## src/rtl/fifo_warb.sv

```systemverilog
// ----------------------------------------------------------------------------
// fifo_warb
//
// Write-side arbiter for the asynchronous FIFO. NUM_REQ requesters share the
// single FIFO write port through round-robin, burst-limited grants. The block
// lives entirely in the write clock domain. The FIFO read side is not touched.
//
// Parameters
//   NUM_REQ     number of requesters (2..8)
//   DATA_WIDTH  beat width, equal to the FIFO data width
//   MAX_BURST   maximum beats transferred per grant (1..16)
//
// Ports
//   wclk        write-domain clock, rising edge
//   wrst        synchronous active-high reset
//   req_valid   per-requester beat-valid
//   req_data    packed beats, slice i = [i*DATA_WIDTH +: DATA_WIDTH]
//   req_ready   one-hot or zero; beat i taken when req_valid[i] & req_ready[i]
//   wfull       FIFO full flag
//   winc        FIFO write strobe
//   wdata       FIFO write data
//   grant_id    index of the current owner, valid while busy
//   busy        high while a burst is in progress
//
// Optional build macro
//   FIFO_WARB_STATS_EN  adds beat_count (per-requester 16-bit saturating
//                       accepted-beat counters, packed) and stall_count
//                       (saturating count of burst cycles spent with wfull=1).
//                       Arbitration is the same with or without it.
// ----------------------------------------------------------------------------
module fifo_warb #(
   parameter  int NUM_REQ    = 4,
   parameter  int DATA_WIDTH = 8,
   parameter  int MAX_BURST  = 4,
   localparam int GW         = $clog2(NUM_REQ)
) (
   input  logic                          wclk,
   input  logic                          wrst,
   input  logic [NUM_REQ-1:0]            req_valid,
   input  logic [NUM_REQ*DATA_WIDTH-1:0] req_data,
   output logic [NUM_REQ-1:0]            req_ready,
   input  logic                          wfull,
   output logic                          winc,
   output logic [DATA_WIDTH-1:0]         wdata,
   output logic [GW-1:0]                 grant_id,
`ifdef FIFO_WARB_STATS_EN
   output logic                          busy,
   output logic [NUM_REQ*16-1:0]         beat_count,
   output logic [15:0]                   stall_count
`else
   output logic                          busy
`endif
);

   localparam int BW = $clog2(MAX_BURST) + 1;

   typedef enum logic {
      S_IDLE  = 1'b0,
      S_BURST = 1'b1
   } state_t;

   state_t          r_state;
   logic [GW-1:0]   r_grant_id;
   logic [GW-1:0]   r_last_id;
   logic [BW-1:0]   r_beat_cnt;

   logic            w_busy;
   logic            w_valid_g;
   logic            w_xfer;
   logic            w_last_beat;
   logic            w_found;
   logic [GW-1:0]   w_idx;
   logic [GW-1:0]   w_pick;

   // -------------------------------------------------------------------------
   // Round-robin pick: first valid requester after the previous owner.
   // -------------------------------------------------------------------------
   always_comb begin
      // NOTE: every always_comb output gets a default before any branch so no
      // path leaves it unassigned, which would otherwise infer a latch.
      w_found = 1'b0;
      w_pick  = '0;
      w_idx   = '0;
      for (int k = 1; k <= NUM_REQ; k++) begin
         w_idx = GW'((int'(r_last_id) + k) % NUM_REQ);
         if (!w_found && req_valid[w_idx]) begin
            w_found = 1'b1;
            w_pick  = w_idx;
         end
      end
   end

   // -------------------------------------------------------------------------
   // Burst datapath. Outputs follow the grant combinationally so a beat can
   // move every cycle; winc can never rise while the FIFO reports full.
   // -------------------------------------------------------------------------
   always_comb begin
      w_busy      = (r_state == S_BURST);
      w_valid_g   = req_valid[r_grant_id];
      w_xfer      = w_busy & w_valid_g & ~wfull;
      w_last_beat = (r_beat_cnt == BW'(MAX_BURST - 1));
   end

   always_comb begin
      req_ready = '0;
      wdata     = '0;
      for (int i = 0; i < NUM_REQ; i++) begin
         if (w_busy && (r_grant_id == GW'(i))) begin
            req_ready[i] = ~wfull;
            wdata        = req_data[i*DATA_WIDTH +: DATA_WIDTH];
         end
      end
   end

   assign winc     = w_xfer;
   assign busy     = w_busy;
   assign grant_id = r_grant_id;

   // -------------------------------------------------------------------------
   // Control FSM.
   // -------------------------------------------------------------------------
   always_ff @(posedge wclk) begin
      // NOTE: state registers use non-blocking assignments so every register
      // samples the pre-edge values regardless of statement order.
      if (wrst) begin
         r_state    <= S_IDLE;
         r_grant_id <= '0;
         r_last_id  <= GW'(NUM_REQ - 1);
         r_beat_cnt <= '0;
      end else begin
         case (r_state)
            S_IDLE: begin
               // No beat moves here; this cycle only picks the next owner.
               if (w_found) begin
                  r_grant_id <= w_pick;
                  r_last_id  <= w_pick;
                  r_beat_cnt <= '0;
                  r_state    <= S_BURST;
               end
            end
            S_BURST: begin
               if (w_xfer) begin
                  r_beat_cnt <= r_beat_cnt + BW'(1);
                  if (w_last_beat) begin
                     r_state <= S_IDLE;
                  end
               end else if (!wfull && !w_valid_g) begin
                  // Owner released the port. A full FIFO only stalls the
                  // burst, it never costs the owner its grant.
                  r_state <= S_IDLE;
               end
            end
            default: r_state <= S_IDLE;
         endcase
      end
   end

`ifdef FIFO_WARB_STATS_EN
   // -------------------------------------------------------------------------
   // Statistics counters, all saturating at 16'hFFFF.
   // -------------------------------------------------------------------------
   logic [15:0] r_beat_stat [NUM_REQ];
   logic [15:0] r_stall_stat;

   always_ff @(posedge wclk) begin
      if (wrst) begin
         // NOTE: this counter array is reset explicitly because software
         // expects it to read zero after reset; it is not a storage RAM.
         for (int i = 0; i < NUM_REQ; i++) begin
            r_beat_stat[i] <= '0;
         end
         r_stall_stat <= '0;
      end else begin
         for (int i = 0; i < NUM_REQ; i++) begin
            if (w_xfer && (r_grant_id == GW'(i)) && (r_beat_stat[i] != 16'hFFFF)) begin
               r_beat_stat[i] <= r_beat_stat[i] + 16'd1;
            end
         end
         if (w_busy && wfull && (r_stall_stat != 16'hFFFF)) begin
            r_stall_stat <= r_stall_stat + 16'd1;
         end
      end
   end

   always_comb begin
      beat_count = '0;
      for (int i = 0; i < NUM_REQ; i++) begin
         beat_count[i*16 +: 16] = r_beat_stat[i];
      end
   end

   assign stall_count = r_stall_stat;
`endif

endmodule

```

## config.mk

```make
export PLATFORM = sky130hd
export DESIGN_NAME = fifo_warb
export DESIGN_NICKNAME = d
export VERILOG_FILES = /design/src/rtl/fifo_warb.sv
export SDC_FILE = /design/constraint.sdc
export NUM_CORES = 1
export LEC_CHECK = 0
export BUFFER_PORTS_ARGS = -buffer_cell sky130_fd_sc_hd__buf_2
export CAP_MARGIN = 30
export CORE_MARGIN = 4
export CORE_UTILIZATION = 40
export CTS_CLUSTER_SIZE = 12
export DETAILED_ROUTE_END_ITERATION = 10
export PLACE_DENSITY = 0.78
export SLEW_MARGIN = 20
export SYNTH_ARGS = -nofsm -noshare
export SYNTH_HDL_FRONTEND = slang
export SYNTH_SLANG_ARGS = --single-unit
```

## constraint.sdc

```tcl
create_clock -name wclk -period 1.9 [get_ports wclk]
set_clock_uncertainty 0.15 [all_clocks]
set_input_delay 0.19 -clock wclk [delete_from_list [all_inputs] [get_ports wclk]]
set_output_delay 0.19 -clock wclk [all_outputs]
set_load 0.1 [all_outputs]
```

Word level (Yosys, flattened, before mapping)

Cells that the tools add are included.

Register bits: 8
Latch bits: 0
Bits in writable memories: 0
Bits in read-only memories: 0
Input port bits: 39
Output and inout bits: 16
Logic and storage cells: 74
Memories: 0

Add/subtract/negate cells: 5
Multiply operators: 0
Divide/modulo/power cells: 0
Order comparisons: 5
Eq/ne operators: 6
Shift-type cells: 0
Multiplexer cells: 34
Bitwise operators: 4
Reductions and logical operators: 16

Operator list:

| cell                                                                 | count |
|---|---|
| 8-bit two-way mux                                                    | 4 |
| 1-bit two-way mux                                                    | 17 |
| 2-bit by 3-bit < comparator with 1-bit output, second input constant | 5 |
| 1-bit binary-select mux with 2-bit select                            | 5 |
| 1-bit logical AND                                                    | 8 |
| 2-bit two-way mux                                                    | 4 |
| 3-bit two-way mux                                                    | 2 |
| 3-bit one-hot mux with 2 select lines                                | 1 |
| 1-bit logical NOT                                                    | 5 |
| 2-bit by 1-bit adder with 2-bit output, second input constant        | 2 |
| 2-bit adder, second input constant                                   | 2 |
| 2-bit == test, second input constant                                 | 2 |
| 2-bit != test, second input constant                                 | 2 |
| 2-bit AND reduction                                                  | 2 |
| 3-bit by 1-bit adder with 3-bit output, second input constant        | 1 |
| 3-bit by 2-bit == test with 1-bit output, second input constant      | 1 |
| 1-bit bitwise AND                                                    | 2 |
| 2-bit by 1-bit == test with 1-bit output, second input constant      | 1 |
| 2-bit logical NOT                                                    | 1 |
| 1-bit inverter                                                       | 2 |
| 1-bit one-hot mux with 2 select lines                                | 1 |

Depth between registers and ports, before layout

Gate-level depths: netlist of the first run.

Word-level depth: 15
Gate-level depth with buffers: 5
Mapped depth without buffers: 4

Worst setup path after synthesis of the first run

OpenSTA, ideal clock, no wires.

Path kind: flip-flop to output port
Start: register r_state, in the netlist busy
End: output port req_ready[0]
Data arrival time: 4.201 ns
Data required time: 1.560 ns
Slack: -2.641 ns
Stages on the path, launching flop included: 4
Buffers on the path: 1
Cell sequence: dfxtp_1 > clkbuf_1 > inv_1 > nor4_1

Cells in the longest elaborated chain, start to end: 2

Ends and longest elaborated chain:

| element                  | RTL line | source |
|---|---|---|
| start: declaration       | 62       | `state_t r_state;` |
| start signal: assignment | 126      | `r_state <= S_IDLE;` |
| start signal: assignment | 138      | `r_state <= S_BURST;` |
| start signal: assignment | 145      | `r_state <= S_IDLE;` |
| 1-bit logical AND        | 108      | `if (w_busy && (r_grant_id == GW'(i))) begin` |
| 1-bit two-way mux        | 108      |  |
| end: declaration         | 41       | `output logic [NUM_REQ-1:0] req_ready,` |

Every way passes these cells.

Final worst setup path of the first run

Start: register r_grant_id[0], in the netlist grant_id[0]
End: output port wdata[2]

Cells in the longest elaborated chain, start to end: 6
Elaborated cells between the ends (all ways): 12
Classes of those cells: eq/ne: 3; mux: 4; reduce/logical: 5

Ends and longest elaborated chain:

| element                        | RTL line | source |
|---|---|---|
| start: declaration             | 63       | `logic [GW-1:0] r_grant_id;` |
| start signal: assignment       | 135      | `r_grant_id <= w_pick;` |
| 2-bit logical NOT              | 108      |  |
| 1-bit logical AND              | 108      |  |
| 8-bit two-way mux (3 in a row) | 108      |  |
| 8-bit two-way mux *            | 108      |  |
| end: declaration               | 44       | `output logic [DATA_WIDTH-1:0] wdata,` |

Mark *: on every way between the ends. The rest lies on a longest branch, timed or not.

==> impl_metrics.yaml, run 1 <==
synth:
  syn-num-nets: 122
  synthCells: 81
  ys_warn_count: 0
  ys_seq_elements: 8
  syn_avg_cell_area_um2: 9.67
  synth_area_um2: 783
  yosysUniqueCellTypes: 35
  yosysSeqAreaShare: 0.204
clock_tree:
  numClockSinks: 8
  cts_tree: "yes"
  cts_buffer_depth: 2
  numCtsBuffers: 3
  h-tree-depth: 1
  clk_latency_ns: 0.26
  root_buffer: "clkbuf_4"
  hold_buffers: 0
  clk_pin_slew_worst_paths_ns: 0.06
worst_setup_path:
  worst-path-max-fanout: 5
  cp-start-kind: "flip-flop"
  end_kind: "output port"
  crit_arrival_ns: 1.63
  required_ns: 1.56
  critPathKind: "flip-flop to output port"
drt:
  routed_wl_mm: 2.82
  via_per_inst: 5.58
  first_pass_iters: 4
  via_count: 927
  antenna_left: 0
  drc_errors: 0
  drt-initial-drc-count: 7
  wire_per_inst_um: 17.0
global_route:
  grt_usage: 0.209
  overflow: 0
  grt_pass1_wl_mm: 4.16
  grt_max_degree: 15
  antenna_found_initial: 0
  grt_pass1_vias: 898
timing:
  final.setup.tns_ns: -0.171
  final-hold-violation-count: 0
  rsz0062_at_grt: "yes"
  timing.fmax_mhz: 507
  final.min_clock_period_ns: 1.97
  timing.final.crit_share: 1.04
  fin_ws_ns: -0.0719
  tightestPinTransition_ns: 0.491
  drv_slew: 0
  setup_viol: 6
  maxSlewHeadroom: 0.675
finish:
  final_cell_area_mm2: 0.00136
  multiInputGateArea_um2: 611
  drive_gt1_frac: 0.660
  seq_area_um2: 171
  fillers: 115
  final_core_util: 0.764
  final_cells: 166
  area_growth_syn_to_layout_pct: 73.8
  final_nets: 183
  n_antenna_cell: 0
  layout_commonest_cell: "buf_2"
  most-common-layout-cells: "buf_2, buf_12, mux4_2, and2_4, buf_4"
die:
  core-area_mm2: 0.00178
  fp.dieH_um: 52.3
  fp.dieW_um: 52.3
  dieArea_mm2: 0.00273
  num_io_pins: 55
  start_util: 0.439
  rows: 15
place:
  dp_cells: 157
  post_dp_cell_area_mm2: 0.00116
  place.gp.congestion: 0.692
  post-dp-hpwl_mm: 1.92
  numPortBuffers: 54
flow_run:
  maxCapViolations: 0
pwr:
  p_per_area_mw_per_mm2: 672
  p_leak_nw: 0.612
  ir_drop_v: 0.000459
status:
  violations: "negative setup slack"
  status: "finished, violations left"
min_path:
  hold_class: "input port to flip-flop"
==> final timing paths <==
path                       from             to  slack, ns  cells past startpoint
setup / recovery    grant_id[0]       wdata[2]      -0.07                      4
hold / removal             wrst    grant_id[1]       0.07                      2
setup reg to reg    grant_id[0]  r_beat_cnt[2]       0.17                      7
hold reg to reg   r_beat_cnt[0]  r_beat_cnt[0]       0.34                      1
==> per-layer routing <==
metal / vias up / GRT usage / part of all wire
met3: 4 / 0.0627 / 0.088
met2: 49 / 0.427 / 0.56
met4: 0 / 0.0426 / 0.013
met1: 444 / 0.200 / 0.34
li1: 430 / - / -
met5: - / 0 / 0
==> power by group <==
part	internal [mW]	switching (mW)
Sequential	0.181	0.0197
Clock	0.0805	0.0609
Combinational	0.231	0.341
Total	0.493	0.422
==> cell usage after synthesis <==
cell type | count | area (µm²)
a2111oi_2 | 1 | 15.0
a21o_1 | 1 | 7.51
a21oi_1 | 4 | 20.0
a221oi_1 | 1 | 8.76
a311o_1 | 1 | 10.0
a31o_2 | 2 | 17.5
and2_1 | 8 | 50.1
and2b_1 | 1 | 7.51
and3_1 | 1 | 6.26
and3b_1 | 1 | 8.76
buf_2 | 1 | 5.00
buf_4 | 2 | 15.0
buf_6 | 1 | 11.3
clkbuf_1 | 1 | 3.75
clkbuf_2 | 1 | 5.00
dfxtp_1 | 8 | 160
ha_1 | 2 | 25.0
inv_1 | 3 | 11.3
mux4_1 | 2 | 52.6
mux4_2 | 7 | 158
nand2_1 | 6 | 22.5
nand2b_1 | 3 | 18.8
nand3b_1 | 2 | 15.0
nand4b_1 | 1 | 8.76
nor2_1 | 6 | 22.5
nor2b_1 | 1 | 6.26
nor3_1 | 1 | 5.00
nor3b_1 | 1 | 7.51
nor4_1 | 4 | 25.0
nor4b_1 | 1 | 8.76
o21bai_1 | 1 | 7.51
o22ai_1 | 1 | 6.26
o31ai_1 | 1 | 7.51
or2_2 | 1 | 6.26
or3b_1 | 2 | 17.5
==> flip-flops by register name, indices dropped and copies added (netlist names) <==
name / cells
busy: 1
grant_id: 2
r_beat_cnt: 3
r_last_id: 2
==> per-stage QoR <==
stage          hold WS, ns  worst slack, ns  total power [mW]
2_1_floorplan        0.245           -0.308             0.591
3_3_place_gp         0.320           0.0692             0.666
3_5_place_dp         0.325           0.0279             0.676
4_1_cts             0.0672          -0.0571             0.905
5_1_grt             0.0805           -0.107             0.950
6_report            0.0719          -0.0719             0.915
==> worst max-delay path, cell delays in order (launching register included) <==
cell	delay, ns
dfxtp_4	0.38
buf_6	0.13
mux4_2	0.52
and2_4	0.17
buf_12	0.16
==> layout make-up <==
type / instances / share of cell area
multi-input cells: 64 / 0.449
repair buffers: 62 / 0.375
flip-flops and latches: 8 / 0.126
well taps: 25 / 0.0230
clock buffers: 4 / 0.0193
inverters: 3 / 0.00827
==> cells by family (layout without fill, tap and decap cells) <==
logic type                 count (synthesis)  after routing  synth area share
and+or+nand+nor                           40             40             0.302
AOI/OAI and AO/OA                         13             13             0.128
muxes                                      9              9             0.268
buffers and inverters                      9             69            0.0655
DFF                                        8              8             0.204
adders and majority gates                  2              2            0.0319
==> repair_timing <==
action | in CTS | in global routing
pin swaps | 4 | 1
setup endpoints to repair | 9 | 8
endpoints found under the hold margin | 0 | 0
resized for setup | 34 | 3
setup buffers | 4 | 1
(Power assumes the default switching activity.)
==> inputs of run 2 (changes only) <==
Settings changed: ABC_CLOCK_PERIOD_IN_PS set to 2500, CORE_UTILIZATION 40 to 43, PLACE_DENSITY 0.78 to 0.83.
Clock period 1.9 ns to 2.5 ns, I/O delays scaled along.
==> impl_metrics.yaml, run 2 (synthesis gave the netlist of run 1 again) <==
status:
  status: "complete, no violations"
clock_tree:
  hold_buffers: 0
  numClockSinks: 8
  cts_buffer_depth: 2
  ctsResizeCount: 0
  post_cts_buffers: 0
  clk_latency_ns: 0.26
  root_buffer: "clkbuf_4"
  clk_pin_slew_worst_paths_ns: 0.06
  numCtsBuffers: 3
  h-tree-depth: 1
  cts_tree: "yes"
global_route:
  antenna_found_initial: 0
  grt_usage: 0.186
  grt_pass1_vias: 860
  grt_pass1_wl_mm: 3.62
  grt_max_degree: 16
  overflow: 0
pwr:
  p_leak_nw: 0.522
  p_per_area_mw_per_mm2: 540
  ir_drop_v: 0.000309
  total_power_mw: 0.591
worst_setup_path:
  critPathKind: "flip-flop to output port"
  cp_slowest_cell: "mux4_1"
  worst-path-max-fanout: 15
  crit_arrival_ns: 1.96
  required_ns: 2.10
  cp-start-kind: "flip-flop"
  crit_chain: "mux4_1 > nand2_1 > inv_1 > buf_2"
  max_stage_delay_ns: 0.63
  end_kind: "output port"
flow_run:
  maxCapViolations: 0
drt:
  via_count: 868
  drc_errors: 0
  drt-initial-drc-count: 28
  wire_per_inst_um: 14.0
  first_pass_iters: 4
  via_per_inst: 5.53
  routed_wl_mm: 2.20
  antenna_left: 0
timing:
  maxSlewHeadroom: 0.673
  rsz0062_at_grt: "no"
  setup_viol: 0
  timing.hold.ws_ns: 0.113
  final.setup.tns_ns: 0
  timing.fmax_mhz: 423
  drv_slew: 0
  final.min_clock_period_ns: 2.36
  tightestPinTransition_ns: 0.494
  final-hold-violation-count: 0
  timing.final.crit_share: 0.945
finish:
  most-common-layout-cells: "buf_2, mux4_2, nand2_1"
  area_growth_syn_to_layout_pct: 39.8
  top_register: "r_beat_cnt"
  final_nets: 175
  drive_gt1_frac: 0.591
  layout_commonest_cell: "buf_2"
  final_core_util: 0.634
  fillers: 146
  final_cell_area_mm2: 0.00109
  multiInputGateArea_um2: 596
  n_antenna_cell: 0
  largest_reg_flops: 3
  seq_area_um2: 164
die:
  start_util: 0.454
  num_io_pins: 55
  fp.dieH_um: 50.7
  dieArea_mm2: 0.00257
  fp.dieW_um: 50.7
  core-area_mm2: 0.00173
  rows: 15
place:
  post_dp_cell_area_mm2: 0.00107
  post-dp-hpwl_mm: 1.81
  place.gp.congestion: 0.728
  numPortBuffers: 54
min_path:
  hold_class: "input port to flip-flop"
-- run 2: changes by cell type in the layout (fill, tap and decap cells not counted), sizes merged --
cell and change:
clkbuf -1, buf -8
-- run 2: worst max-delay path: cells and delay by family, from the launching register on --
family	cells	cell delay [ns]
buffers and inverters	2	0.35
AND/OR/NAND/NOR	1	0.20
flip-flops	1	0.52
multiplexers	1	0.63
-- run 2: metrics by stage --
stage / worst slack (ns) / instances
final: 0.137 / 157
after global routing: 0.0549 / 157
after CTS: 0.134 / 157
after detailed placement: 0.413 / 154
after global placement: 0.451 / 154
after floorplan: 0.0303 / 81
-- run 2: per-layer routing --
| metal | vias up | routed length (µm) | track usage |
|---|---|---|---|
| met5 | - | 0 | 0 |
| met4 | 0 | 44 | 0.0942 |
| met3 | 5 | 291 | 0.0653 |
| met2 | 54 | 1050 | 0.322 |
| met1 | 390 | 811 | 0.197 |
| li1 | 419 | - | - |
-- run 2: layout make-up --
cell class                      count  area share
Sequential cell                     8       0.150
Tap cell                           25      0.0286
Multi-Input combinational cell     64       0.544
Clock buffer                        3      0.0206
Inverter                            3      0.0103
Timing Repair Buffer               54       0.247
-- run 2: power breakdown --
part	switching, mW	internal, mW	total, mW
Combinational	0.221	0.0990	0.320
Clock	0.0477	0.0552	0.103
Sequential	0.0293	0.138	0.168
-- run 2: worst paths after layout --
path | cells after the start | from | endpoint | slack (ns)
setup reg to reg | 4 | grant_id[1] | r_beat_cnt[1] | 0.60
setup / recovery | 4 | grant_id[1] | winc | 0.14
hold / removal | 2 | wrst | grant_id[1] | 0.11
hold reg to reg | 1 | r_beat_cnt[0] | r_beat_cnt[0] | 0.35
==> inputs of run 3 (changes only) <==
Settings changed: RECOVER_POWER set to 50.
==> impl_metrics.yaml, run 3 (synthesis gave the netlist of run 1 again) <==
pwr:
  ir_drop_v: 0.000300
  switching_power_mw: 0.296
  p_leak_nw: 0.510
  switching_share: 0.505
  power_frac_seq: 0.285
  combPwrFrac: 0.542
  clkPwrFrac: 0.173
  p_int_mw: 0.290
  p_per_area_mw_per_mm2: 541
die:
  rows: 15
  fp.dieH_um: 50.7
  num_io_pins: 55
  fp.dieW_um: 50.7
  dieArea_mm2: 0.00257
  start_util: 0.454
  core-area_mm2: 0.00173
clock_tree:
  hold_buffers: 0
  ctsResizeCount: 0
  clk_pin_slew_worst_paths_ns: 0.06
  root_buffer: "clkbuf_4"
  h-tree-depth: 1
  post_cts_buffers: 0
  cts_tree: "yes"
  clk_latency_ns: 0.26
  cts_buffer_depth: 2
  numClockSinks: 8
  numCtsBuffers: 3
timing:
  maxSlewHeadroom: 0.220
  final.min_clock_period_ns: 2.36
  timing.final.crit_share: 0.943
  setup_viol: 0
  final-hold-violation-count: 0
  rsz0062_at_grt: "no"
  timing.hold.ws_ns: 0.118
  final.setup.tns_ns: 0
  tightestPinTransition_ns: 1.18
  drv_slew: 0
  timing.fmax_mhz: 424
finish:
  n_antenna_cell: 0
  most-common-layout-cells: "buf_2, mux4_2, nand2_1, dfxtp_1"
  area_growth_syn_to_layout_pct: 38.3
  final_nets: 175
  largest_reg_flops: 3
  layout_commonest_cell: "buf_2"
  fillers: 150
  top_register: "r_beat_cnt"
  drive_gt1_frac: 0.553
drt:
  wire_per_inst_um: 14.1
  via_count: 872
  drt-initial-drc-count: 25
  via_per_inst: 5.55
  drc_errors: 0
  first_pass_iters: 4
  antenna_left: 0
  routed_wl_mm: 2.21
worst_setup_path:
  critPathKind: "flip-flop to output port"
  cp-start-kind: "flip-flop"
  worst-path-max-fanout: 15
  max_stage_delay_ns: 0.63
  crit_arrival_ns: 1.96
  cp_slowest_cell: "mux4_1"
  end_kind: "output port"
  crit_chain: "mux4_1 > nand2_1 > inv_1 > buf_2"
  required_ns: 2.10
global_route:
  grt_max_degree: 16
  overflow: 0
  antenna_found_initial: 0
  grt_pass1_vias: 860
  grt_pass1_wl_mm: 3.62
  grt_usage: 0.186
min_path:
  hold_class: "input port to flip-flop"
place:
  place.gp.congestion: 0.728
  post-dp-hpwl_mm: 1.81
  numPortBuffers: 54
flow_run:
  maxCapViolations: 0
status:
  status: "complete, no violations"
[run 3: area by class of cell]
type,instances,area (µm²),share of cell area
clock buffers,3,22.5,0.0208
inverters,3,11.3,0.0104
multi-input cells,64,589,0.544
flip-flops and latches,8,163,0.150
well taps,25,31.3,0.0289
repair buffers,54,267,0.246
[run 3: final timing paths]
| path | cells after the start | to | slack, ns | startpoint |
|---|---|---|---|---|
| worst max-delay path | 4 | winc | 0.14 | grant_id[1] |
| worst min-delay path | 2 | grant_id[1] | 0.12 | wrst |
| worst max register to register | 4 | r_beat_cnt[1] | 0.61 | grant_id[1] |
| worst min register to register | 1 | r_beat_cnt[2] | 0.35 | r_beat_cnt[2] |
[run 3: routing by layer]
metal	global-route usage	routed length (µm)
met3	0.0653	276
met1	0.197	838
met4	0.0942	36
met5	0	0
met2	0.322	1060
[run 3: per-stage QoR]
stage	worst slack [ns]	utilization	cell area (µm²)	std cells	total power [mW]
final	0.142	0.628	1080	157	0.587
after global routing	0.0528	0.628	1080	157	0.617
after CTS	0.134	0.634	1090	157	0.595
after detailed placement	0.413	0.621	1070	154	0.492
after global placement	0.451	0.621	1070	154	0.484
after floorplan	0.0303	-	811	81	0.429
[run 3: critical path, delay by kind of cell, from the launching register on]
family / cells / cell delay [ns]
flops: 1 / 0.52
simple gates: 1 / 0.20
buf+inv: 2 / 0.35
mux: 1 / 0.63
[run 3: power groups by stage]
stage | Combinational [mW] | Clock (mW) | Sequential [mW]
floorplan | 0.244 | 0 | 0.185
finish | 0.318 | 0.101 | 0.167
detailed placement | 0.320 | 0 | 0.171
global route | 0.333 | 0.113 | 0.171
global placement | 0.314 | 0 | 0.170
CTS | 0.321 | 0.106 | 0.168
